`config.mk`:
```
export PLATFORM = sky130hd
export DESIGN_NAME = detect_centroid_flat
export DESIGN_NICKNAME = d
export VERILOG_FILES = /design/src/rtl/detect_centroid_if.sv /design/src/rtl/detect_centroid.sv /design/src/flat_wrapper.sv
export SDC_FILE = /design/constraint.sdc
export NUM_CORES = 1
export LEC_CHECK = 0
export ABC_AREA = 1
export BUFFER_PORTS_ARGS = -buffer_cell sky130_fd_sc_hd__buf_2
export CAP_MARGIN = 20
export CORE_MARGIN = 2
export CORE_UTILIZATION = 45
export CTS_CLUSTER_DIAMETER = 100
export CTS_CLUSTER_SIZE = 12
export DETAILED_ROUTE_END_ITERATION = 12
export PLACE_DENSITY = 0.67
export SYNTH_ARGS = -nofsm -noshare
export SYNTH_HDL_FRONTEND = slang
export SYNTH_SLANG_ARGS = --single-unit
```
`constraint.sdc`:
```
create_clock -name clk -period 3.62 [get_ports clk]
set_clock_uncertainty 0.05 [all_clocks]
set_input_delay 0.543 -clock clk [delete_from_list [all_inputs] [get_ports clk]]
set_output_delay 0.543 -clock clk [all_outputs]
set_load 0.02 [all_outputs]
```
`src/rtl/detect_centroid_if.sv`:
```
// detect_centroid_if: pixel stream into the centroid detector and the
// per-frame detection result back out.
//   master : camera / capture side (drives vsync and the pixel strobe)
//   slave  : detect_centroid
interface detect_centroid_if;
  logic        vsync;
  logic        pixel_valid;
  logic [7:0]  pixel;
  logic [9:0]  x_detect;
  logic [8:0]  y_detect;
  logic [19:0] detect_pos_pixel;
  logic        found;
  logic        detect_valid;
  logic        busy;

  modport master (
    output vsync, pixel_valid, pixel,
    input  x_detect, y_detect, detect_pos_pixel, found, detect_valid, busy
  );

  modport slave (
    input  vsync, pixel_valid, pixel,
    output x_detect, y_detect, detect_pos_pixel, found, detect_valid, busy
  );
endinterface

```
`src/rtl/detect_centroid.sv`:
```
// detect_centroid: accumulates the column/row sums of all lit pixels in a
// camera frame and, at each frame end, divides them by the lit-pixel count
// to report the centroid of the bright region.
//
// Frame end is the registered rising edge of vsync. Sums are snapshotted
// into two parallel restoring dividers (one quotient bit per cycle) while
// the accumulators clear and start collecting the next frame.
//
// Optional feature: define DETECT_SMOOTH_EN to average each new found
// centroid with the previous one ((old + new) >> 1).
module detect_centroid #(
  parameter int H_RES     = 640,
  parameter int V_RES     = 480,
  parameter int THRESH    = 200,
  parameter int MIN_COUNT = 16
) (
  input  logic             clk,
  input  logic             reset_n,
  detect_centroid_if.slave bus
);

  localparam int SUM_W     = 28;
  localparam int CNT_W     = 19;
  localparam int COL_W     = 10;
  localparam int ROW_W     = 9;
  localparam int ROW_CNT_W = 10;  // must be able to hold V_RES itself
  localparam int POS_W     = 20;
  localparam int STEP_W    = 5;

  localparam logic [COL_W-1:0]     COL_LAST  = COL_W'(H_RES - 1);
  localparam logic [ROW_CNT_W-1:0] ROW_LIM   = ROW_CNT_W'(V_RES);
  localparam logic [7:0]           THR       = 8'(THRESH);
  localparam logic [CNT_W-1:0]     MIN_CNT   = CNT_W'(MIN_COUNT);
  localparam logic [POS_W-1:0]     H_RES_P   = POS_W'(H_RES);
  localparam logic [STEP_W-1:0]    LAST_STEP = STEP_W'(SUM_W - 1);

  typedef enum logic [1:0] {IDLE, DIV, DONE} state_t;

  // One restoring divider: partial remainder plus the dividend register
  // that shifts left and collects quotient bits at its LSB.
  typedef struct packed {
    logic [CNT_W-1:0] rem;
    logic [SUM_W-1:0] dvd;
  } div_t;

  function automatic div_t div_step(input div_t cur, input logic [CNT_W-1:0] d);
    logic [CNT_W:0] trial;
    div_t           nxt;
    trial   = {cur.rem, cur.dvd[SUM_W-1]};
    nxt.dvd = {cur.dvd[SUM_W-2:0], 1'b0};
    if (trial >= {1'b0, d}) begin
      trial      = trial - {1'b0, d};
      nxt.dvd[0] = 1'b1;
    end
    // Remainder is always below the divisor, so it fits CNT_W bits.
    nxt.rem = trial[CNT_W-1:0];
    return nxt;
  endfunction

  // vsync edge detection and frame bookkeeping
  logic vsync_q, vsync_qq;
  logic frame_end, vsync_fall;
  logic clear_q;   // one cycle after a frame end: wipe accumulators
  logic armed_q;   // a frame start has been seen since reset

  // pixel position and accumulators
  logic [COL_W-1:0]     col_q, col_d, col_base;
  logic [ROW_CNT_W-1:0] row_q, row_d, row_base;
  logic [SUM_W-1:0]     sum_x_q, sum_x_d, sum_y_q, sum_y_d;
  logic [CNT_W-1:0]     count_q, count_d;
  logic                 accept, lit;

  // control and division
  state_t               state_q, state_d;
  logic                 snap;
  logic                 snap_found_q;
  logic [CNT_W-1:0]     divisor_q;
  div_t                 div_x_q, div_y_q;
  logic [STEP_W-1:0]    step_q;

  // results
  logic [COL_W-1:0]     x_q, x_new;
  logic [ROW_W-1:0]     y_q, y_new;
  logic [POS_W-1:0]     pos_q, pos_new;
  logic                 found_q, detect_valid_q;
`ifdef DETECT_SMOOTH_EN
  logic                 have_prev_q;
`endif

  assign frame_end  = vsync_q && !vsync_qq;
  assign vsync_fall = !vsync_q && vsync_qq;
  assign snap       = frame_end && armed_q && (state_q == IDLE);

  // Register vsync for edge detection; arm on the first frame start.
  // NOTE: flops use non-blocking (<=) so every register samples the
  // pre-edge value of its neighbours, exactly like the hardware.
  always_ff @(posedge clk or negedge reset_n) begin
    if (!reset_n) begin
      vsync_q  <= 1'b0;
      vsync_qq <= 1'b0;
      clear_q  <= 1'b0;
      armed_q  <= 1'b0;
    end else begin
      vsync_q  <= bus.vsync;
      vsync_qq <= vsync_q;
      clear_q  <= frame_end;
      if (vsync_fall) armed_q <= 1'b1;
    end
  end

  // Next position and accumulator values for the incoming pixel.
  // NOTE: every signal driven here gets a default at the top, so no path
  // leaves one unassigned and no latch is inferred.
  always_comb begin
    col_base = (vsync_fall || clear_q) ? '0 : col_q;
    row_base = (vsync_fall || clear_q) ? '0 : row_q;
    sum_x_d  = clear_q ? '0 : sum_x_q;
    sum_y_d  = clear_q ? '0 : sum_y_q;
    count_d  = clear_q ? '0 : count_q;
    col_d    = col_base;
    row_d    = row_base;

    // Pixels during blanking or below the active area are dropped and do
    // not move the position counters.
    accept = bus.pixel_valid && !bus.vsync && (row_base < ROW_LIM);
    lit    = accept && (bus.pixel >= THR);

    if (accept) begin
      if (col_base == COL_LAST) begin
        col_d = '0;
        row_d = row_base + ROW_CNT_W'(1);
      end else begin
        col_d = col_base + COL_W'(1);
      end
    end

    if (lit) begin
      sum_x_d = sum_x_d + SUM_W'(col_base);
      sum_y_d = sum_y_d + SUM_W'(row_base);
      count_d = count_d + CNT_W'(1);
    end
  end

  // Position counters and accumulators.
  always_ff @(posedge clk or negedge reset_n) begin
    if (!reset_n) begin
      col_q   <= '0;
      row_q   <= '0;
      sum_x_q <= '0;
      sum_y_q <= '0;
      count_q <= '0;
    end else begin
      col_q   <= col_d;
      row_q   <= row_d;
      sum_x_q <= sum_x_d;
      sum_y_q <= sum_y_d;
      count_q <= count_d;
    end
  end

  // Control FSM state register.
  always_ff @(posedge clk or negedge reset_n) begin
    if (!reset_n) state_q <= IDLE;
    else          state_q <= state_d;
  end

  // Control FSM next state: divide only when enough pixels were lit.
  always_comb begin
    state_d = state_q;
    case (state_q)
      IDLE:    if (snap) state_d = (count_q >= MIN_CNT) ? DIV : DONE;
      DIV:     if (step_q == LAST_STEP) state_d = DONE;
      DONE:    state_d = IDLE;
      default: state_d = IDLE;
    endcase
  end

  // New coordinates from the quotients, optionally averaged with the
  // previous result.
  always_comb begin
    x_new = div_x_q.dvd[COL_W-1:0];
    y_new = div_y_q.dvd[ROW_W-1:0];
`ifdef DETECT_SMOOTH_EN
    if (have_prev_q) begin
      x_new = COL_W'(({1'b0, x_q} + {1'b0, div_x_q.dvd[COL_W-1:0]}) >> 1);
      y_new = ROW_W'(({1'b0, y_q} + {1'b0, div_y_q.dvd[ROW_W-1:0]}) >> 1);
    end
`endif
    pos_new = POS_W'(y_new) * H_RES_P + POS_W'(x_new);
  end

  // Snapshot, divider iteration and result registers.
  always_ff @(posedge clk or negedge reset_n) begin
    if (!reset_n) begin
      div_x_q        <= '0;
      div_y_q        <= '0;
      divisor_q      <= '0;
      step_q         <= '0;
      snap_found_q   <= 1'b0;
      x_q            <= '0;
      y_q            <= '0;
      pos_q          <= '0;
      found_q        <= 1'b0;
      detect_valid_q <= 1'b0;
`ifdef DETECT_SMOOTH_EN
      have_prev_q    <= 1'b0;
`endif
    end else begin
      if (snap) begin
        div_x_q      <= '{rem: '0, dvd: sum_x_q};
        div_y_q      <= '{rem: '0, dvd: sum_y_q};
        divisor_q    <= count_q;
        step_q       <= '0;
        snap_found_q <= (count_q >= MIN_CNT);
      end else if (state_q == DIV) begin
        div_x_q <= div_step(div_x_q, divisor_q);
        div_y_q <= div_step(div_y_q, divisor_q);
        step_q  <= step_q + STEP_W'(1);
      end

      detect_valid_q <= (state_q == DONE);
      if (state_q == DONE) begin
        found_q <= snap_found_q;
        if (snap_found_q) begin
          x_q   <= x_new;
          y_q   <= y_new;
          pos_q <= pos_new;
`ifdef DETECT_SMOOTH_EN
          have_prev_q <= 1'b1;
`endif
        end
      end
    end
  end

  assign bus.x_detect         = x_q;
  assign bus.y_detect         = y_q;
  assign bus.detect_pos_pixel = pos_q;
  assign bus.found            = found_q;
  assign bus.detect_valid     = detect_valid_q;
  assign bus.busy             = (state_q == DIV);

endmodule

```
`src/flat_wrapper.sv`:
```
// flat-port wrapper written by rule: the top's interface ports become plain ports
module detect_centroid_flat 
#(
  parameter int H_RES     = 640,
  parameter int V_RES     = 480,
  parameter int THRESH    = 200,
  parameter int MIN_COUNT = 16
)
  (clk, reset_n, bus_vsync, bus_pixel_valid, bus_pixel, bus_x_detect, bus_y_detect, bus_detect_pos_pixel, bus_found, bus_detect_valid, bus_busy);
  detect_centroid_if bus_i ();
  input  logic clk;
  input  logic reset_n;
  input wire logic [$bits(bus_i.vsync)-1:0] bus_vsync;
  input wire logic [$bits(bus_i.pixel_valid)-1:0] bus_pixel_valid;
  input wire logic [$bits(bus_i.pixel)-1:0] bus_pixel;
  output wire logic [$bits(bus_i.x_detect)-1:0] bus_x_detect;
  output wire logic [$bits(bus_i.y_detect)-1:0] bus_y_detect;
  output wire logic [$bits(bus_i.detect_pos_pixel)-1:0] bus_detect_pos_pixel;
  output wire logic [$bits(bus_i.found)-1:0] bus_found;
  output wire logic [$bits(bus_i.detect_valid)-1:0] bus_detect_valid;
  output wire logic [$bits(bus_i.busy)-1:0] bus_busy;
  assign bus_i.vsync = bus_vsync;
  assign bus_i.pixel_valid = bus_pixel_valid;
  assign bus_i.pixel = bus_pixel;
  assign bus_x_detect = bus_i.x_detect;
  assign bus_y_detect = bus_i.y_detect;
  assign bus_detect_pos_pixel = bus_i.detect_pos_pixel;
  assign bus_found = bus_i.found;
  assign bus_detect_valid = bus_i.detect_valid;
  assign bus_busy = bus_i.busy;
  detect_centroid #(.H_RES(H_RES), .V_RES(V_RES), .THRESH(THRESH), .MIN_COUNT(MIN_COUNT)) u_core (.clk(clk), .reset_n(reset_n), .bus(bus_i));
endmodule
```
==> results of run 1 <==
-- cells in the final DEF (no fill, tap or decap), types with 18 or more instances in the layout --
cell type and instances:
dfrtp_1 253, nand4_1 30, nor3_1 35, xor2_1 60
xnor2_1 27, nand3_1 112, ha_1 69, a22oi_1 41
buf_2 49, clkbuf_16 25, inv_1 284, nand2_2 18
nor2_1 198, a21oi_1 78, nand2_1 578, o21ai_0 165
-- cell families (layout without fill, tap and decap cells) --
kind of cell / Yosys count / after routing / share of synthesized area [%]
buffers and inverters: 368 / 390 / 9.24
DFF: 254 / 254 / 38.7
adders and majority gates: 73 / 73 / 5.75
xor gates and xnor gates: 87 / 87 / 4.64
AOI/OAI and AO/OA: 361 / 361 / 12.7
and+or+nand+nor: 1052 / 1052 / 28.9
-- routing by layer --
layer	GRT usage (%)	part of all wire, %	up-vias
met1	31.4	49	6712
met5	0	0	-
li1	-	-	7164
met3	2.41	4.5	58
met2	34.2	44	303
met4	5.12	2.2	0
-- power groups by stage --
stage / sequential, mW / combinational, mW / clock [mW]
after global placement: 3.02 / 1.13 / 0
after global routing: 2.98 / 1.30 / 2.49
after CTS: 2.97 / 1.15 / 2.38
final: 2.97 / 1.15 / 2.31
after floorplan: 3.09 / 0.759 / 0
after detailed placement: 3.03 / 1.15 / 0
-- area by class of cell --
class / instances / area share, %
multi-input combinational: 1573 / 48.3
sequential: 254 / 36.0
inverter: 294 / 6.31
clock buffer: 26 / 3.56
tap: 461 / 3.26
timing repair buffer: 68 / 2.45
clock inverter: 2 / 0.113
-- sequential cells by signal, indices dropped and copies added, names as in the netlist, 9 cells and up --
signal                       flops
u_core.div_x_q                  47
u_core.div_y_q                  47
u_core.sum_x_q                  28
u_core.sum_y_q                  28
u_core.bus.detect_pos_pixel     20
u_core.count_q                  19
u_core.divisor_q                19
u_core.col_q                    10
u_core.row_q                    10
u_core.bus.y_detect              9
-- critical path, cell delays in order, from the launching register on --
cell and delay [ns]:
dfrtp_1 0.38, inv_1 0.19, nand2_4 0.29, nand3_4 0.20, inv_2 0.06, nand3_2 0.09
nand2_4 0.08, inv_4 0.20, nand2_4 0.26, inv_4 0.43, buf_4 0.38, nand4_1 0.15
nand2_1 0.10, inv_1 0.04
-- cells in the mapped netlist, drive strengths merged (32+ instances only) --
master / number
nor3: 40
nand2: 604
nor2: 213
clkbuf: 42
nand4: 35
ha: 69
a22oi: 41
xor2: 60
a21oi: 83
nand3: 130
inv: 293
buf: 32
o21ai: 181
dfrtp: 254
-- worst max path at each step --
| stage | cells past startpoint | slack [ns] | start | end |
|---|---|---|---|---|
| finish | 13 | 0.59 | u_core.vsync_q | u_core.sum_y_q[16] |
| global route | 16 | 0.33 | u_core.vsync_q | u_core.sum_x_q[25] |
| CTS | 12 | 0.62 | u_core.vsync_q | u_core.sum_y_q[15] |
| detailed placement | 12 | 0.61 | u_core.vsync_q | u_core.sum_y_q[15] |
| global placement | 12 | 0.67 | u_core.vsync_q | u_core.sum_y_q[15] |
| floorplan | 14 | 0.90 | u_core.clear_q | u_core.sum_y_q[23] |
==> results.cfg, run 1 <==
[clock_tree]
cts.clk_slew.worst_paths_ns = 0.07
cts_tree = yes
htree_levels = 1
cts_setup_buffers = 0
numCtsBuffers = 25
ctsHoldBuffers = 0
insertion_delay_ns = 0.54
clkSinkCount = 254
root_buffer = clkbuf_16
cts_buffer_depth = 3
cts_resized = 0

[yosys]
synthTopCellsByArea = dfrtp_1 39%, nand2_1 13%, inv_1 6.5%
syn-cell-area_um2 = 16400
ys_ff_latch = 254
yosysSeqAreaShare_pct = 38.7
synthFlopType = dfrtp_1
synth_top_area_share_pct = 38.7
synth_edf_count = 0
avgSynthCellArea_um2 = 7.48
syn_nets = 2280
synth_cells = 2195
yosysTopAreaCell = dfrtp_1
synth_cell_types = 58
synthArstFlopShare_pct = 100
yosysWarnings = 0

[sta]
slew_violations = 0
fin_setup_tns_ns = 0
finalCritPeriodShare_pct = 83.6
tightest_slew_ns = 0.830
min_period_ns = 3.03
hold_ws_ns = -0.0207
setup_viol = 0
layout_setup_ws_ns = 0.595
max_freq_mhz = 331
rsz0062_at_grt = no
relSlewSlack_pct = 44.7
finalHoldViolations = 5

[pwr]
switching_share_pct = 29.7
total_power_mw = 6.43
p_sw_mw = 1.91
power_frac_comb_pct = 17.9
vdd_drop_max_v = 0.000352
p_per_area_nw_per_um2 = 364
p_leak_nw = 9.13
p_int_mw = 4.52
pwr-share-seq_pct = 46.2
clkPwrFrac_pct = 35.9

[worst_setup_path]
cp.arrival_ns = 3.41
critPathLaunchType = flop
critPathKind = reg -> reg
reg2regPathDepth = 13
rr_endpoint = u_core.sum_y_q[16]
worst_ep_required_time_ns = 4.01
critPathMaxFanout = 37
timing.rr.start = u_core.vsync_q
r2r_setup_slack_ns = 0.59
end_kind = flop

[final_layout]
drive_gt1_share_pct = 8.53
diodes = 0
postLayoutCoreUtil_pct = 49.5
syn2layout_area_growth_pct = 7.76
final_cells = 2678
final_nets = 2301
multi_input_comb_area_um2 = 8550
stdcell_area_um2 = 17700
seq_area_um2 = 6360
fillCellCount = 3530

[floorplan]
core_area_um2 = 35700
num_rows = 69
die_x_um = 195
initial_core_util_pct = 45.9
die_y_um = 195
die-area_um2 = 38000
ios = 54

[global_routing]
grt.total_usage_pct = 21.5
grt_pass1_wl_mm = 67.7
antenna_found_initial = 0
grt_max_degree = 103
grt_pass1_vias = 13467
grt-ovfl-total = 0

[hold_path]
hold_path.class = in -> async

[placement]
port_buffers = 50
place_ws_ns = 0.613
place.detailed.hpwl_mm = 29.7
place.gp.congestion = 0.917
dpl_cell_area_um2 = 17000
place_inst = 2650

[drt]
vias = 14237
drtAntennaViolNets = 0
drtIter0Drc = 1028
drt-total-wl_mm = 40.8
wire_per_inst_um = 15.2
drt_pass1_iterations = 5
drc = 0
vias_per_cell = 5.32

[status]
violations = hold timing
status = finished, violations left

[run]
max_cap_violations = 0
Note: power is estimated with default switching activity, not from simulation.
==> run 2: changes to the inputs <==
--- a/config.mk
+++ b/config.mk
@@ -5,7 +5,7 @@
 export SDC_FILE = /design/constraint.sdc
 export NUM_CORES = 1
 export LEC_CHECK = 0
-export ABC_AREA = 1
+export ABC_AREA = 0
 export BUFFER_PORTS_ARGS = -buffer_cell sky130_fd_sc_hd__buf_2
 export CAP_MARGIN = 20
 export CORE_MARGIN = 2
==> constraint.sdc (replaced) <==
create_clock -name clk -period 3 [get_ports clk]
set_clock_uncertainty 0.05 [all_clocks]
set_input_delay 0.45 -clock clk [delete_from_list [all_inputs] [get_ports clk]]
set_output_delay 0.45 -clock clk [all_outputs]
set_load 0.02 [all_outputs]
==> run 2 against run 1 <==
Maximum frequency down 2.4%; die area is 7.5% lower; area after synthesis down 7.7%; setup slack got worse by 0.69 ns; critical endpoint is now u_core.sum_x_q[24]; the flow finishes with violations (setup timing); clock power up 20%; wire length decreased by 9.8%; final cell count decreased by 19%; synthesized cell count shrank 26%; sequential cell count is the same.
==> results.cfg, run 2 <==
[final_layout]
seq_area_um2 = 6360
mostFrequentLayoutCells = 253 x dfrtp_1, 205 x nand2_1, 149 x o21ai_0
multi_input_comb_area_um2 = 8550
final_nets = 1817
fillCellCount = 3069
diodes = 0
syn2layout_area_growth_pct = 16.2
layout.cells.most_common = dfrtp_1
reg.largest.list = u_core.div_x_q (47), u_core.div_y_q (47)
final_cells = 2181
drive_gt1_share_pct = 17.0
stdcell_area_um2 = 17600

[sta]
relSlewSlack_pct = 41.8
max_freq_mhz = 323
finalCritPeriodShare_pct = 103
fin_setup_tns_ns = -0.245
slew_violations = 0
hold_ws_ns = 0.414
tightest_slew_ns = 0.870
rsz0062_at_grt = yes
setup_viol = 6
min_period_ns = 3.10
layout_setup_ws_ns = -0.0984
finalHoldViolations = 0

[pwr]
clkPwrFrac_pct = 36.1
p_per_area_nw_per_um2 = 436
switching_share_pct = 27.5
p_leak_nw = 8.28
vdd_drop_max_v = 0.000427
power_frac_comb_pct = 17.5
p_int_mw = 5.56
pwr-share-seq_pct = 46.4
p_sw_mw = 2.11

[clock_tree]
cts_tree = yes
insertion_delay_ns = 0.54
cts_buffer_depth = 3
clkSinkCount = 254
htree_levels = 1
root_buffer = clkbuf_16
cts.clk_slew.worst_paths_ns = 0.06
numCtsBuffers = 25

[drt]
drtAntennaViolNets = 0
vias = 12412
wire_per_inst_um = 16.9
drt-total-wl_mm = 36.8
vias_per_cell = 5.69
drc = 0
drtIter0Drc = 832
drt_pass1_iterations = 7

[yosys]
synth_cell_types = 78
syn_nets = 1720
yosysWarnings = 0
syn-cell-area_um2 = 15100
synthFlopType = dfrtp_1
synth_most_common_cell = dfrtp_1
synth_commonest_cells = 254 x dfrtp_1, 207 x nand2_1, 159 x o21ai_0
synth_top_area_share_pct = 42.0
ys_ff_latch = 254
synth_cells = 1635
yosysTopAreaCell = dfrtp_1
synth_edf_count = 0
avgSynthCellArea_um2 = 9.26
synthArstFlopShare_pct = 100
yosysSeqAreaShare_pct = 42.0
synthTopCellsByArea = dfrtp_1 42%, ha_1 5.7%, mux2i_1 5.3%

[floorplan]
die-area_um2 = 35100
core_area_um2 = 33400
ios = 54
num_rows = 67
die_x_um = 187
die_y_um = 187
initial_core_util_pct = 45.4

[worst_setup_path]
worst_ep_required_time_ns = 3.41
critPathKind = reg -> reg
r2r_setup_slack_ns = -0.1
worst-path-stages = 13
cp_common_cell = ha_4
path_cells = inv_2 -> nand2_8 -> nor2_4 -> ha_4 -> ha_4 -> a211o_1 -> a31oi_1 -> o32a_1 -> o41ai_4 -> o31ai_4 -> o211a_4 -> or4_4 -> a21oi_2
crit_family = compound AO/OA/AOI/OAI gates
reg2regPathDepth = 13
end_kind = flop
critPathLaunchType = flop
cp_slowest_cell = or4_4
rr_endpoint = u_core.sum_x_q[24]
cp.arrival_ns = 3.51
timing.rr.start = u_core.clear_q
crit_buf_inv = 1
critPathMaxFanout = 7
max_stage_delay_ns = 0.52

[status]
violations = setup timing
status = finished, violations left

[global_routing]
grt-ovfl-total = 0
antenna_found_initial = 1
grt_use_met2_pct = 32.9
grt.total_usage_pct = 20.5
met1_usage_pct = 29.5
use_met3_pct = 2.46
grt.busiest_layer = met2
grt_pass1_vias = 11977
grt_max_degree = 82
grt_pass1_wl_mm = 60.5

[hold_path]
min_delay_path_depth = 2
hp-start = u_core.div_y_q[22]
whs_endpoint = u_core.div_y_q[23]
hold_path.class = reg -> reg

[placement]
port_buffers = 50
place_ws_ns = -0.159
place.detailed.hpwl_mm = 25.4
place.gp.congestion = 0.899
place_inst = 2131
dpl_cell_area_um2 = 16500

[run]
max_cap_violations = 0
-- run 2: layer usage --
layer,up-vias,wire (um)
met5,-,0
met4,0,748
met3,52,1680
met2,291,16700
met1,6064,17600
li1,6005,-
-- run 2: how the worst max path moves through the flow --
stage / endpoint / start / slack [ns]
6_report: u_core.sum_x_q[24] / u_core.clear_q / -0.1
5_1_grt: u_core.sum_x_q[24] / u_core.clear_q / -0.15
4_1_cts: u_core.sum_x_q[24] / u_core.vsync_qq / -0.04
3_5_place_dp: u_core.sum_x_q[24] / u_core.vsync_qq / -0.16
3_3_place_gp: u_core.sum_x_q[24] / u_core.vsync_qq / -0.11
2_1_floorplan: u_core.sum_x_q[24] / u_core.clear_q / -0.03
-- run 2: layout make-up --
class	count	share of cell area, %
multi-input combinational	1235	48.6
tap	448	3.19
sequential	254	36.1
clock inverter	2	0.114
clock buffer	26	3.58
inverter	53	1.14
timing repair buffer	163	7.26
-- run 2: power groups by stage --
stage | combinational, mW | clock, mW | sequential, mW
after floorplan | 0.791 | 0 | 3.69
after global placement | 1.27 | 0 | 3.62
after detailed placement | 1.28 | 0 | 3.62
after CTS | 1.30 | 2.85 | 3.56
after global routing | 1.47 | 3.00 | 3.57
final | 1.34 | 2.77 | 3.56
-- run 2: cell families (layout without fill, tap and decap cells) --
logic type	Yosys count	count (layout)	share of synthesized area (%)
AOI/OAI and AO/OA	389	390	16.1
DFF	254	254	42.0
buffers and inverters	147	244	3.94
adders and majority gates	74	74	6.30
and+or+nand+nor	543	543	17.2
muxes	121	121	8.34
xor gates and xnor gates	107	107	6.19
-- run 2: timing repair --
action                                  in CTS  in global routing
endpoints found under the setup margin      33                 61
pin swaps                                    1                  7
resized for setup                           15                 59
setup buffers                                4                 12
gates cloned                                 0                  4
hold endpoints to repair                    66                  0
hold buffers                                 2                  0
-- run 2: worst min-delay path: stages, from the launching register on --
cell and delay [ns]:
dfrtp_1 0.33, nand2_1 0.05, o21ai_0 0.06
-- run 2: through the flow --
stage	utilization, %	power (mW)
6_report	52.7	7.67
5_1_grt	52.7	8.04
4_1_cts	51.6	7.71
3_5_place_dp	49.3	4.90
3_3_place_gp	49.3	4.89
2_1_floorplan	-	4.48
